### src/rtl/if_id_fetch_stage.sv
// Instruction-fetch stage and IF/ID pipeline register.
// Owns the fetch PC, drives the instruction-memory address, and latches the
// fetched word and its PC for decode. Stalls hold everything. Redirects load
// the branch target and flush IF/ID with a bubble. Event counters track
// accepted fetches, stalled cycles and redirect cycles.
module if_id_fetch_stage #(
    parameter logic [63:0] RESET_PC  = 64'h0,
    parameter logic [31:0] NOP_INSTR = 32'h0000_0013,
    parameter int          CNT_W     = 32
) (
    input  logic             clk,
    input  logic             reset,
    input  logic             stall,
    input  logic             branch_taken,
    input  logic [63:0]      branch_target,
    output logic [63:0]      imem_addr,
    input  logic [31:0]      imem_rdata,
    output logic [63:0]      pc_out,
    output logic [63:0]      if_id_pc,
    output logic [31:0]      if_id_instr,
    output logic             if_id_valid,
    output logic [CNT_W-1:0] fetch_count,
    output logic [CNT_W-1:0] stall_count,
    output logic [CNT_W-1:0] flush_count
);

    logic [63:0]      pc_q,        pc_d;
    logic [63:0]      if_pc_q,     if_pc_d;
    logic [31:0]      if_instr_q,  if_instr_d;
    logic             if_valid_q,  if_valid_d;
    logic [CNT_W-1:0] fetch_cnt_q, fetch_cnt_d;
    logic [CNT_W-1:0] stall_cnt_q, stall_cnt_d;
    logic [CNT_W-1:0] flush_cnt_q, flush_cnt_d;

    // Next-state selection: redirect beats stall (older instruction), stall beats advance.
    always_comb begin
        pc_d        = pc_q;
        if_pc_d     = if_pc_q;
        if_instr_d  = if_instr_q;
        if_valid_d  = if_valid_q;
        fetch_cnt_d = fetch_cnt_q;
        stall_cnt_d = stall_cnt_q;
        flush_cnt_d = flush_cnt_q;
        if (branch_taken) begin
            // Target is forced word-aligned; the word fetched this cycle is dropped.
            pc_d        = branch_target & ~64'h3;
            if_pc_d     = 64'h0;
            if_instr_d  = NOP_INSTR;
            if_valid_d  = 1'b0;
            flush_cnt_d = flush_cnt_q + CNT_W'(1);
        end else if (stall) begin
            stall_cnt_d = stall_cnt_q + CNT_W'(1);
        end else begin
            pc_d        = pc_q + 64'd4;
            if_pc_d     = pc_q;
            if_instr_d  = imem_rdata;
            if_valid_d  = 1'b1;
            fetch_cnt_d = fetch_cnt_q + CNT_W'(1);
        end
    end

    // State registers with synchronous reset overriding all other inputs.
    always_ff @(posedge clk) begin
        if (reset) begin
            pc_q        <= RESET_PC;
            if_pc_q     <= 64'h0;
            if_instr_q  <= NOP_INSTR;
            if_valid_q  <= 1'b0;
            fetch_cnt_q <= '0;
            stall_cnt_q <= '0;
            flush_cnt_q <= '0;
        end else begin
            pc_q        <= pc_d;
            if_pc_q     <= if_pc_d;
            if_instr_q  <= if_instr_d;
            if_valid_q  <= if_valid_d;
            fetch_cnt_q <= fetch_cnt_d;
            stall_cnt_q <= stall_cnt_d;
            flush_cnt_q <= flush_cnt_d;
        end
    end

    assign imem_addr   = pc_q;
    assign pc_out      = pc_q;
    assign if_id_pc    = if_pc_q;
    assign if_id_instr = if_instr_q;
    assign if_id_valid = if_valid_q;
    assign fetch_count = fetch_cnt_q;
    assign stall_count = stall_cnt_q;
    assign flush_count = flush_cnt_q;

endmodule

### config.mk
export PLATFORM = sky130hd
export DESIGN_NAME = if_id_fetch_stage
export DESIGN_NICKNAME = d
export VERILOG_FILES = /design/src/rtl/if_id_fetch_stage.sv
export SDC_FILE = /design/constraint.sdc
export NUM_CORES = 1
export LEC_CHECK = 0
export CAP_MARGIN = 20
export CORE_MARGIN = 1
export CORE_UTILIZATION = 45
export DETAILED_ROUTE_END_ITERATION = 12
export PLACE_DENSITY = 0.85
export SYNTH_ARGS = -nofsm -noshare
export SYNTH_HDL_FRONTEND = slang
export SYNTH_SLANG_ARGS = --single-unit
export TNS_END_PERCENT = 20
### constraint.sdc
create_clock -name clk -period 3.41 [get_ports clk]
set_input_delay 0.341 -clock clk [delete_from_list [all_inputs] [get_ports clk]]
set_output_delay 0.341 -clock clk [all_outputs]
set_load 0.1 [all_outputs]
==> flow_metrics.env <==
export IMPL_run_status="completed"
export IMPL_synth_area_leaders="dfxtp_1, mux2i_1, nor2_1"
export IMPL_final_antenna_net_count=0
export IMPL_fin_crit_sh_pct=85.76
export IMPL_drv_cap=0
export IMPL_setup_tns_ns=0
export IMPL_path_clk_slew_ns=0.06
export IMPL_post_cts_resized=0
export IMPL_io_pins=421
export IMPL_hold_viol_final=0
export IMPL_wire_per_inst_um=18.45
export IMPL_clk_latency_ns=0.54
export IMPL_setup_viol=0
export IMPL_cp_start_kind="flip-flop"
export IMPL_place_gp_congestion=0.8464
export IMPL_vias=11036
export IMPL_synth_avg_cell_area_um2=8.734
export IMPL_path_buf_inv=0
export IMPL_rsz0062_at_grt="false"
export IMPL_clock_skew_ns=0.01699
export IMPL_max_freq_ghz=0.3420
export IMPL_yosysWarningCount=0
export IMPL_cp_data_arrival_time_ns=3.37
export IMPL_cts_root_buf="clkbuf_16"
export IMPL_final_common_cell="clkdlybuf4s50_1"
export IMPL_num_antenna_cells=0
export IMPL_rows=58
export IMPL_worst_pin_slew_ns=1.104
export IMPL_critical_path_class="flip-flop to flip-flop"
export IMPL_slowest_delay_ns=0.73
export IMPL_hpwl_mm=26.55
export IMPL_dr_pass1_iters=5
export IMPL_cp_top_family="simple AND/OR/NAND/NOR gates"
export IMPL_holdPathStages=3
export IMPL_cp_common_cell="or4_1"
export IMPL_postCtsSetupRepairBufs=0
export IMPL_drt_wl_total_mm=37.18
export IMPL_cts_path_max_buffers=3
export IMPL_async_flop_share_pct=0
export IMPL_grt_usage_pct=26.50
export IMPL_layout_common_cells="clkdlybuf4s50_1, dfxtp_1, nor2_1, mux2i_1, xnor2_1"
export IMPL_r2r_end="imem_addr[56]"
export IMPL_synth_seq_cells=253
export IMPL_netlist_area_um2=11720
export IMPL_hold_worst_slack_ns=0.1740
export IMPL_ir_drop_mv=0.4032
export IMPL_synth_edf_count=0
export IMPL_yosys_area_top_type="dfxtp_1"
export IMPL_ys_seq_area_share_pct=43.21
export IMPL_slowest_stage="or4_1"
export IMPL_htree_levels=1
export IMPL_syn_inst=1342
export IMPL_slew_headroom_pct=26.20
export IMPL_period_minus_slack_ns=2.924
export IMPL_drive_gt1_share_pct=5.519
export IMPL_cts_tree="yes"
export IMPL_dieHeight_um=163.4
export IMPL_cts_inserted_buffers=28
export IMPL_die_w_um=163.4
export IMPL_first_global_vias=10403
export IMPL_coreArea_um2=25400
export IMPL_grt_overflow=0
export IMPL_nNetsFinal=1768
export IMPL_routed_via_density=5.477
export IMPL_synthToLayoutAreaGrowth_pct=41.41
export IMPL_power_density_nw_per_um2=488.0
export IMPL_end_kind="flip-flop"
export IMPL_cp_required_ns=3.86
export IMPL_io_buffers=412
export IMPL_die_area_um2=26700
export IMPL_final_util_pct=65.26
export IMPL_min_from="stall"
export IMPL_path_cells="ha_1 > nand4_1 > or4_1 > or4_1 > or4_1 > a311oi_1"
export IMPL_start_util_pct=46.15
export IMPL_cts_sinks=253
export IMPL_grt_pass1_wl_mm=56.35
export IMPL_synth_top_area_share_pct=43.21
export IMPL_ctsHoldBuffers=0
export IMPL_hold_end="fetch_count[1]"
export IMPL_power_total_mw=8.089
export IMPL_reg2reg_depth=6
export IMPL_drc_errors=0
export IMPL_antenna_found_initial=0
export IMPL_drt_initial_drc_count=674
export IMPL_netlist_cell_type_count=55
export IMPL_r2r_slack_ns=0.49
export IMPL_timing_rr_start="imem_addr[2]"
export IMPL_grt_max_degree=99
export IMPL_cp_startpoint="imem_addr[2]"
export IMPL_synth_main_ff_cell="dfxtp_1"
export IMPL_hp_class="primary input to flip-flop"
export IMPL_p_leak_nw=5.962
export IMPL_slew_violations=0
export IMPL_path_max_fanout=8
where the power goes:
group / internal (mW) / switching, mW / leakage (nW)
logic: 0.434 / 1.29 / 3.42
registers: 3.04 / 0.127 / 2.06
clock network: 1.96 / 1.24 / 0.485
total: 5.44 / 2.65 / 5.96
flip-flops by register name, summed over array words and instances, names as in the netlist:
name         count
fetch_count     32
if_id_valid      1
flush_count     32
if_id_pc        62
if_id_instr     32
imem_addr       62
stall_count     32
cell type report:
type | instances | area, µm²
Tap cell | 330 | 412.9
Sequential cell | 253 | 5067
Inverter | 31 | 116.4
Multi-Input combinational cell | 917 | 5751
Fill cell | 2037 | 8825
Clock inverter | 11 | 162.7
Timing Repair Buffer | 433 | 4248
Clock buffer | 40 | 817.0
synth_stat cells, drive strengths merged, types with 2 or more instances:
cell type / n
xor2: 42
nor2: 237
nor3: 34
a2111oi: 3
xnor2: 68
or4: 17
nor2b: 4
nand3: 51
a21oi: 26
and4: 21
o31ai: 9
clkbuf: 62
nor4: 28
mux2i: 101
dfxtp: 253
a211oi: 30
nand2: 63
ha: 4
or3: 22
o221ai: 2
nand4b: 3
buf: 84
a22oi: 3
or2: 4
a32oi: 2
o211ai: 5
a31o: 2
a22o: 2
and3: 24
and2: 8
a311oi: 14
a21o: 2
o21ai: 18
nand2b: 2
nand4: 49
inv: 30
worst reg2reg max path, stage by stage, from the launching register on:
cell      delay (ns)
dfxtp_2         0.40
ha_1            0.22
nand4_1         0.22
or4_1           0.55
or4_1           0.73
or4_1           0.45
a311oi_1        0.27
logic make-up after synthesis:
| group | share of synthesized area [%] |
|---|---|
| xor+xnor | 8.219 |
| mux | 8.721 |
| flops | 43.21 |
| buf+inv | 7.952 |
| simple gates | 24.14 |
| fa+ha+maj | 0.4270 |
| other cells | 0.03199 |
| compound gates | 7.302 |
metal layers:
layer	share of wire, %	GRT usage, %
met1	39	31.50
met2	49	45.67
met3	8.8	6.399
met4	3.6	10.41
met5	0	0
through the flow:
stage               cell area (µm²)  worst slack, ns  std cells
detailed placement            15600           0.5231       1964
floorplan                     11740          0.07946       1347
CTS                           16570           0.5071       2015
global route                  16570           0.3341       2015
global placement              15600           0.6318       1964
finish                        16570           0.4857       2015
how the worst max path moves through the flow:
| stage | to | slack (ns) | depth (start not counted) |
|---|---|---|---|
| 6_report | imem_addr[56] | 0.49 | 6 |
| 5_1_grt | imem_addr[43] | 0.33 | 5 |
| 4_1_cts | imem_addr[56] | 0.51 | 6 |
| 3_5_place_dp | imem_addr[43] | 0.52 | 5 |
| 3_3_place_gp | imem_addr[60] | 0.63 | 6 |
| 2_1_floorplan | imem_addr[56] | 0.08 | 7 |
(Power assumes the default switching activity.)
